===== src/rtl/rom_read_arbiter.sv =====
// Two-port arbiter in front of a byte-wide, one-cycle-latency program ROM.
// Serves 8-bit or little-endian 16-bit reads and returns each result with a one-cycle ack.
module rom_read_arbiter #(
    parameter int ADDR_WIDTH     = 9,
    parameter bit FIXED_PRIORITY = 1'b0
) (
    input  logic                  clk,
    input  logic                  reset,
    input  logic                  p0_req,
    input  logic [ADDR_WIDTH-1:0] p0_addr,
    input  logic                  p0_wide,
    output logic                  p0_ack,
    output logic [15:0]           p0_data,
    input  logic                  p1_req,
    input  logic [ADDR_WIDTH-1:0] p1_addr,
    input  logic                  p1_wide,
    output logic                  p1_ack,
    output logic [15:0]           p1_data,
    output logic                  rom_enable,
    output logic [ADDR_WIDTH-1:0] rom_addr,
    input  logic [7:0]            rom_data,
    output logic                  busy
);

    typedef enum logic [1:0] {IDLE, LO, HI, DONE} state_t;

    state_t                state, state_n;
    logic                  last_grant, last_grant_n;
    logic                  cur_port, cur_port_n;
    logic [ADDR_WIDTH-1:0] cur_addr, cur_addr_n;
    logic                  cur_wide, cur_wide_n;
    logic [7:0]            lo_byte, lo_byte_n;
    logic                  rom_enable_n;
    logic [ADDR_WIDTH-1:0] rom_addr_n;
    logic                  p0_ack_n, p1_ack_n;
    logic [15:0]           p0_data_n, p1_data_n;
    logic                  win;
    logic [15:0]           result;

    always_ff @(posedge clk or negedge reset) begin
        if (!reset) begin
            state      <= IDLE;
            last_grant <= 1'b1;
            cur_port   <= 1'b0;
            cur_addr   <= '0;
            cur_wide   <= 1'b0;
            lo_byte    <= 8'h00;
            rom_enable <= 1'b0;
            rom_addr   <= '0;
            p0_ack     <= 1'b0;
            p1_ack     <= 1'b0;
            p0_data    <= 16'h0000;
            p1_data    <= 16'h0000;
        end else begin
            state      <= state_n;
            last_grant <= last_grant_n;
            cur_port   <= cur_port_n;
            cur_addr   <= cur_addr_n;
            cur_wide   <= cur_wide_n;
            lo_byte    <= lo_byte_n;
            rom_enable <= rom_enable_n;
            rom_addr   <= rom_addr_n;
            p0_ack     <= p0_ack_n;
            p1_ack     <= p1_ack_n;
            p0_data    <= p0_data_n;
            p1_data    <= p1_data_n;
        end
    end

    always_comb begin
        state_n      = state;
        last_grant_n = last_grant;
        cur_port_n   = cur_port;
        cur_addr_n   = cur_addr;
        cur_wide_n   = cur_wide;
        lo_byte_n    = lo_byte;
        rom_enable_n = rom_enable;
        rom_addr_n   = rom_addr;
        p0_ack_n     = 1'b0;
        p1_ack_n     = 1'b0;
        p0_data_n    = p0_data;
        p1_data_n    = p1_data;
        win          = 1'b0;
        result       = 16'h0000;

        case (state)
            IDLE: begin
                if (p0_req || p1_req) begin
                    // Tie goes to the port that did not win last time, unless fixed priority
                    if (p0_req && p1_req)
                        win = FIXED_PRIORITY ? 1'b0 : ~last_grant;
                    else
                        win = p1_req;
                    cur_port_n   = win;
                    last_grant_n = win;
                    cur_addr_n   = win ? p1_addr : p0_addr;
                    cur_wide_n   = win ? p1_wide : p0_wide;
                    rom_addr_n   = win ? p1_addr : p0_addr;
                    rom_enable_n = 1'b1;
                    state_n      = LO;
                end
            end
            LO: begin
                if (cur_wide) begin
                    rom_addr_n = cur_addr + ADDR_WIDTH'(1);
                    state_n    = HI;
                end else begin
                    state_n = DONE;
                end
            end
            HI: begin
                lo_byte_n = rom_data;
                state_n   = DONE;
            end
            DONE: begin
                result = cur_wide ? {rom_data, lo_byte} : {8'h00, rom_data};
                if (cur_port) begin
                    p1_data_n = result;
                    p1_ack_n  = 1'b1;
                end else begin
                    p0_data_n = result;
                    p0_ack_n  = 1'b1;
                end
                rom_enable_n = 1'b0;
                state_n      = IDLE;
            end
            default: state_n = IDLE;
        endcase
    end

    assign busy = (state != IDLE);

endmodule


===== config.mk =====
export PLATFORM = sky130hd
export DESIGN_NAME = rom_read_arbiter
export DESIGN_NICKNAME = d
export VERILOG_FILES = /design/src/rtl/rom_read_arbiter.sv
export SDC_FILE = /design/constraint.sdc
export NUM_CORES = 1
export LEC_CHECK = 0
export ABC_CLOCK_PERIOD_IN_PS = 3100
export BUFFER_PORTS_ARGS = -buffer_cell sky130_fd_sc_hd__buf_2
export CORE_MARGIN = 2
export CORE_UTILIZATION = 56
export DETAILED_ROUTE_END_ITERATION = 10
export GPL_TIMING_DRIVEN = 0
export PLACE_DENSITY = 0.84
export SLEW_MARGIN = 5
export SYNTH_ARGS = -nofsm -noshare
export SYNTH_HDL_FRONTEND = slang
export SYNTH_SLANG_ARGS = --single-unit

===== constraint.sdc =====
create_clock -name clk -period 3.1 [get_ports clk]
set_input_delay 0.465 -clock clk [delete_from_list [all_inputs] [get_ports clk]]
set_output_delay 0.465 -clock clk [all_outputs]
set_load 0.02 [all_outputs]

-- After elaboration in Yosys (flattened, before gate mapping)
Cells that the tools add are included.
Widths: inputs -> output; s select.
- word-level logic and storage cells: 49
- bits of input ports: 32
- output and inout port bits: 45
- bits in registers: 66
- equality and inequality tests: 5
- bitwise logic cells: 2
- add/sub/neg operators: 1
- reductions and logical operators: 11
- muxes and demuxes: 18
- operators with widths (operator ; count):
    $mux 9 ; 3
    $pmux 9 s2 ; 1
    $mux 16 ; 1
    $mux 1 ; 10
    $add 9x1->9 const B ; 1
    $pmux 2 s4 ; 1
    $reduce_and 2->1 ; 4
    $reduce_bool 2->1 ; 3
    $eq 2x2->1 const B ; 2
    $ne 2x2->1 const B ; 2
    $reduce_and 3->1 ; 1
    $eq 2x1->1 const B ; 1
    $logic_not 2->1 ; 1
    $mux 2 ; 1
    $not 1->1 ; 2
    $pmux 1 s2 ; 1
    $logic_and 1x1->1 ; 1
    $logic_or 1x1->1 ; 1

-- Logic depth before layout (Yosys ltp)
Gate-level depths: netlist (run 1).
- word-level depth: 7
- depth in mapped cells: 8
- gate-level depth less buffers: 6

-- Least setup slack after synthesis (run 1)
No wires, ideal clock.
- path kind: flip-flop to flip-flop
- start: register state[0]
- end: register rom_addr[0]
- arrival: 1.661 ns
- slack: 1.314 ns
- stages on the path, launching flop included: 7
- clock period less this slack: 1.786 ns
- library setup time: 0.125 ns
- buffers on the path: 1
- cells stage by stage: dfrtp_1 inv_1 ha_1 or3b_1 buf_6 nand2_4 mux2_2
- cells in the longest elaborated chain, start to end: 3
- ends and longest elaborated chain (item ; line ; RTL):
    start: declaration ; 27 ; state_t state, state_n;
    start signal: assignment ; 55 ; state <= state_n;
    $eq 2x1->1 or $logic_not 2->1 (tied branches) ; 86 ; case (state)
    $ne 2x2->1 (no line) or $reduce_bool 2->1 (tied branches) ; -- ;
    $reduce_and 3->1 (no line) ; -- ;
    end signal: assignment ; 62 ; rom_addr <= rom_addr_n;
    end: declaration ; 20 ; output logic [ADDR_WIDTH-1:0] rom_addr,
Parallel ways exist; a longest one is shown, timed or not.
A chain may end at the register's enable or synchronous reset.

-- Worst setup path after layout (run 1)
Ends and elaborated chain as after synthesis.

==> results of run 1 <==
power by group through the flow:
stage | Combinational, mW | Clock (mW) | Sequential, mW
2_1_floorplan | 0.943 | 0 | 1.82
3_3_place_gp | 1.76 | 0 | 1.51
3_5_place_dp | 1.82 | 0 | 1.53
4_1_cts | 1.83 | 0.637 | 1.52
5_1_grt | 2.00 | 0.679 | 1.57
6_report | 1.81 | 0.629 | 1.52
registers in the layout, summed over array words and instances (netlist names):
signal,flops
p0_data,16
p1_data,16
cur_addr,9
rom_addr,9
lo_byte,8
state,2
cur_port,1
cur_wide,1
last_grant,1
p0_ack,1
p1_ack,1
rom_enable,1
layout by cell type (no fill, tap or decap), types with 2 or more instances in the layout:
master    count
o221ai_1      4
inv_1         8
mux2_2       11
ha_1          6
mux2i_1      19
clkbuf_8     10
o21ai_0      46
a21o_1        2
clkinv_2      3
buf_2        76
xnor2_1       5
dfrtp_1      65
nor2_1        6
a21oi_1       2
a211oi_1      2
nand2b_1      2
buf_6         2
nand2_1      60
nand3_1       4
clkbuf_1     10
final cells by class:
type                       instances  area (sq um)  share of cell area [%]
multi-input combinational        181          1127                   31.86
sequential                        66          1653                   46.71
clock inverter                     5         31.28                  0.8840
inverter                           9         33.78                  0.9547
tap                               70         87.58                   2.475
timing repair buffer              76         382.9                   10.82
clock buffer                      10         137.6                   3.890
buffer                            14         85.08                   2.405
worst paths after layout:
check                           start     endpoint  slack [ns]  depth (start not counted)
setup / recovery             state[0]  rom_addr[0]        1.13                          6
hold / removal                  reset  p0_data[11]        0.21                          1
setup reg to reg             state[0]  rom_addr[0]        1.13                          6
hold reg to reg            p0_data[7]   p0_data[7]        0.48                          2
max in group asynchronous       reset  rom_addr[6]        2.36                          1
min in group clk               p0_req   last_grant        0.35                          2
worst max-delay path, cell delays in order (launching register included):
cell     delay [ns]
dfrtp_1        0.41
inv_1          0.15
ha_1           0.33
or3b_1         0.39
buf_6          0.15
nand2_4        0.09
mux2_2         0.33
per-stage QoR:
| stage | total power [mW] | area [sq um] | setup slack, ns | utilization, % | hold WS [ns] |
|---|---|---|---|---|---|
| 4_1_cts | 3.980 | 3538 | 1.129 | 70.17 | 0.2420 |
| 3_5_place_dp | 3.343 | 3369 | 1.137 | 66.82 | 0.4615 |
| 3_3_place_gp | 3.277 | 3367 | 1.166 | 66.77 | 0.4520 |
| 6_report | 3.955 | 3538 | 1.130 | 70.17 | 0.2095 |
| 2_1_floorplan | 2.758 | 2899 | 1.314 | - | 0.1694 |
| 5_1_grt | 4.246 | 3538 | 1.020 | 70.17 | 0.2725 |
per-layer routing:
metal	share of wire (%)	GRT usage, %
met4	0.72	8.545
met3	7.5	5.714
met2	48	36.79
met5	0	0
met1	44	30.40
kinds of logic (layout without fill, tap and decap cells):
logic type | after synthesis | count (layout) | share of synthesized area [%]
buffers and inverters | 23 | 114 | 4.100
flip-flops | 66 | 66 | 57.01
AND/OR/NAND/NOR | 76 | 76 | 10.75
AO/OA/AOI/OAI | 63 | 63 | 12.90
adder cells (fa/ha/maj) | 6 | 6 | 2.589
multiplexers | 30 | 30 | 10.83
XOR/XNOR | 6 | 6 | 1.813
==> flow_summary.toml, run 1 <==
[run_status]
status = "finished clean"

[synth]
syn_area_sq_mm = 0.002899
ys_seq_area_share_pct = 57.01
synth_top_area_share_pct = 56.11
yosys.area.top_type = "dfrtp_1"
yosysWarnings = 0
synth_commonest_cells = "65 x dfrtp_1, 60 x nand2_1, 46 x o21ai_0, 19 x mux2i_1, 11 x mux2_2"
async_flop_share_pct = 100.0
yosys_most_used_dff = "dfrtp_1"
synthDistinctLibCells = 33
syn_nets = 308
avgSynthCellArea_sq_um = 10.74
ys_ff_latch = 66
yosysMostFrequentCell = "dfrtp_1"
synth_edf_count = 0
syn_inst = 270
netlist_top_cells_area = "dfrtp_1 56%, o21ai_0 7.9%, nand2_1 7.8%"

[grt]
grt_pass1_vias = 2208
grt_antenna_before_repair = 0
grt_usage_pct = 22.89
grt_max_degree = 67
grt_pass1_wl_mm = 10.41
grt-ovfl-total = 0

[min_path]
hold_path_class = "in -> async"

[sta]
finalSetupViolCount = 0
fmax_mhz = 507.5
max_slew_margin_pct = 46.18
fin_crit_sh_pct = 63.56
tns_ns = 0
hold_viol_final = 0
worstMarginPinSlew_ns = 0.8072
clock-skew-final_ns = 0.007762
finalMaxSlewViolations = 0
finalCriticalPeriod_ns = 1.970
rsz0062_at_grt = "false"

[routing]
post-route-drc-count = 0
ant_nets = 0
drtIter0Drc = 197
vias_per_cell = 5.260
postRouteWirelength_mm = 6.232
vias = 2267
dr.pass1.iters = 5
wire_per_inst_um = 14.46

[pwr]
switching_share_pct = 42.53
p_int_mw = 2.273
pwr-share-clk_pct = 15.9
p_comb_share_pct = 45.8
power_density_mw_per_mm2 = 1118
p_switching_mw = 1.682
ir_worst_vdd_v = 0.0006032
power_frac_seq_pct = 38.3
leakagePower_nw = 1.791

[clocking]
cts-htree-levels = 3
cts_hold_buf = 0
cts.path.max_buffers = 2
cts_tree = "yes"
clock_latency_ns = 0.34
post_cts_buffers = 0
cts.sinks = 66
clk_pin_slew_worst_paths_ns = 0.07
numCtsBuffers = 9
cts_root_buffer = "clkbuf_8"
ctsResizeCount = 0

[floorplan]
fp.dieArea_sq_mm = 0.005768
die_x_um = 75.95
fp.coreArea_sq_mm = 0.005042
io_pins = 77
rows = 26
die_y_um = 75.95
start_util_pct = 57.49

[worst_setup_path]
critPathCaptureType = "flip-flop"
cp_max_fo = 8
cp-start-kind = "flip-flop"
worst_ep_arrival_time_ns = 2.20
critPathRequiredTime_ns = 3.33
worstSetupPathType = "reg -> reg"

[layout]
finalNetCount = 395
layout-drive-gt1-share_pct = 30.75
diodes = 0
instances_no_fill = 431
area_growth_pct = 22.05
filler_cell_count = 378

[place]
dp.cells = 416
place.gp.congestion = 0.8308
hpwl_mm = 4.344
port_buffers = 76

[run]
drv_cap = 0
(Power assumes the default switching activity.)
==> run 2: changes to the inputs <==
- ABC_AREA: not set -> 1
- ABC_CLOCK_PERIOD_IN_PS: 3100 -> 1720
- CORE_UTILIZATION: 56 -> 48
- PLACE_DENSITY: 0.84 -> 0.76
- clock period: 3.1 -> 1.72 ns (I/O delays scaled with it)
==> run 2 against run 1 <==
- sequential share of layout area decreased by 3.2 points
- power increased by 100%
- critical path depth decreased by 2
- worst hold slack got worse by 0.21 ns
- cell count increased by 24%
- clock power increased by 80%
- die area increased by 25%
- largest power group unchanged
==> flow_summary.toml, run 2 <==
[run_status]
status = "finished clean"

[synth]
avgSynthCellArea_sq_um = 8.587
synth_top_area_share_pct = 51.75
yosys_most_used_dff = "dfrtp_1"
async_flop_share_pct = 100.0
synthDistinctLibCells = 30
ys_seq_area_share_pct = 52.59
netlist_top_cells_area = "dfrtp_1 52%, nand2_1 13%, nand3_1 4.0%"
syn_inst = 366
yosysMostFrequentCell = "nand2_1"
syn_area_sq_mm = 0.003143
syn_nets = 404
synth_edf_count = 0
synth_commonest_cells = "113 x nand2_1, 65 x dfrtp_1, 32 x nor2_1, 27 x inv_1, 25 x nand3_1"
yosysWarnings = 0
ys_ff_latch = 66
yosys.area.top_type = "dfrtp_1"

[worst_setup_path]
cp_max_fo = 4
worst_ep_arrival_time_ns = 1.38
critPathRequiredTime_ns = 1.46
cp-start-kind = "flip-flop"
worstSetupPathType = "reg -> out"
critPathCaptureType = "primary output"

[sta]
hold_viol_final = 0
max_slew_margin_pct = 45.97
rsz0062_at_grt = "false"
fin_crit_sh_pct = 95.00
fmax_mhz = 612.0
finalMaxSlewViolations = 0
worstMarginPinSlew_ns = 0.8104
layout_setup_ws_ns = 0.08602
tns_ns = 0
finalSetupViolCount = 0
clock-skew-final_ns = 0.009826
finalCriticalPeriod_ns = 1.634

[clocking]
cts.sinks = 66
cts_hold_buf = 0
numCtsBuffers = 9
cts.path.max_buffers = 2
cts_tree = "yes"
clk_pin_slew_worst_paths_ns = 0.08
cts-htree-levels = 3
cts_root_buffer = "clkbuf_8"
clock_latency_ns = 0.34

[pwr]
leakagePower_nw = 2.029
power.total_mw = 8.027
ir_worst_vdd_v = 0.001087
power_density_mw_per_mm2 = 2112

[place]
place.gp.congestion = 0.8831
hpwl_mm = 5.152
port_buffers = 75
dp_slack_ns = 0.1390
dp.cells = 518

[floorplan]
die_y_um = 84.92
fp.coreArea_sq_mm = 0.006350
rows = 29
die_x_um = 84.92
fp.dieArea_sq_mm = 0.007211
start_util_pct = 49.50
io_pins = 77

[grt]
grt_antenna_before_repair = 0
grt_pass1_vias = 2502
grt_max_degree = 67
grt_usage_pct = 20.45
grt_pass1_wl_mm = 11.54
grt-ovfl-total = 0

[layout]
finalNetCount = 491
final_cell_mix = "113 x nand2_1, 79 x buf_2, 65 x dfrtp_1"
post-route-util_pct = 59.84
final_common_cell = "nand2_1"
instances_no_fill = 535
largestRegisters = "p0_data x16, p1_data x16"
filler_cell_count = 548
diodes = 0
regArea_sq_mm = 0.001653
area_growth_pct = 20.90
layout-drive-gt1-share_pct = 30.13
multiInputGateArea_sq_mm = 0.001254

[routing]
postRouteWirelength_mm = 6.973
ant_nets = 0
drtIter0Drc = 170
wire_per_inst_um = 13.03
post-route-drc-count = 0
vias_per_cell = 4.989
dr.pass1.iters = 4
vias = 2669

[run]
drv_cap = 0

[min_path]
hold_path_class = "in -> async"
run 2: path summary, 6_finish.rpt:
kind	from	cells past startpoint	slack (ns)	to
max in group asynchronous	reset	1	1.18	p0_data[8]
worst max-delay path	state[0]	4	0.09	busy
worst min register to register	p1_data[5]	2	0.47	p1_data[5]
worst max register to register	state[0]	6	0.12	p0_data[7]
min in group clk	rom_data[7]	3	0.17	lo_byte[7]
worst min-delay path	reset	1	0.002	p1_data[14]
run 2: cell families (layout without fill, tap and decap cells):
group | Yosys count | count (layout) | share of synthesized area [%]
AOI/OAI and AO/OA | 55 | 55 | 9.873
adders and majority gates | 6 | 6 | 2.388
buffers and inverters | 49 | 141 | 7.603
DFF | 66 | 66 | 52.59
muxes | 8 | 8 | 2.866
and+or+nand+nor | 182 | 182 | 24.68
run 2: what timing repair did:
action	4_1_cts	5_1_grt
endpoints found under the setup margin	0	2
resized for setup	0	2
buffers inserted	0	1
run 2: metal layers:
| layer | vias to the layer above | wire (um) | GRT usage, % |
|---|---|---|---|
| li1 | 1337 | - | - |
| met4 | 0 | 151 | 7.504 |
| met2 | 93 | 3330 | 32.57 |
| met5 | - | 0 | 0 |
| met1 | 1224 | 3111 | 26.62 |
| met3 | 15 | 380 | 6.128 |
run 2: metrics by stage:
| step | cell area, sq um | hold slack [ns] |
|---|---|---|
| 2_1_floorplan | 3143 | -0.03759 |
| 4_1_cts | 3787 | 0.02885 |
| 5_1_grt | 3800 | 0.05994 |
| 3_3_place_gp | 3615 | 0.4581 |
| 6_report | 3800 | 0.002355 |
| 3_5_place_dp | 3617 | 0.4022 |
run 2: worst max-delay path, stage by stage (launching register included):
cell and delay (ns):
dfrtp_1 0.42, inv_1 0.15, ha_2 0.24, inv_2 0.07
buf_2 0.16
run 2: area by class of cell:
type / instances / share of cell area [%]
Multi-Input combinational cell: 251 / 32.99
Clock buffer: 10 / 3.622
Sequential cell: 66 / 43.50
Timing Repair Buffer: 76 / 10.14
Clock inverter: 6 / 0.8561
Inverter: 35 / 3.523
Tap cell: 77 / 2.535
Buffer: 14 / 2.832
run 2: power by group:
group | internal [mW] | leakage, nW | switching (mW)
sequential | 2.36 | 0.788 | 0.484
combinational | 1.48 | 1.15 | 2.57
clock | 0.549 | 0.0916 | 0.583
total | 4.39 | 2.03 | 3.64
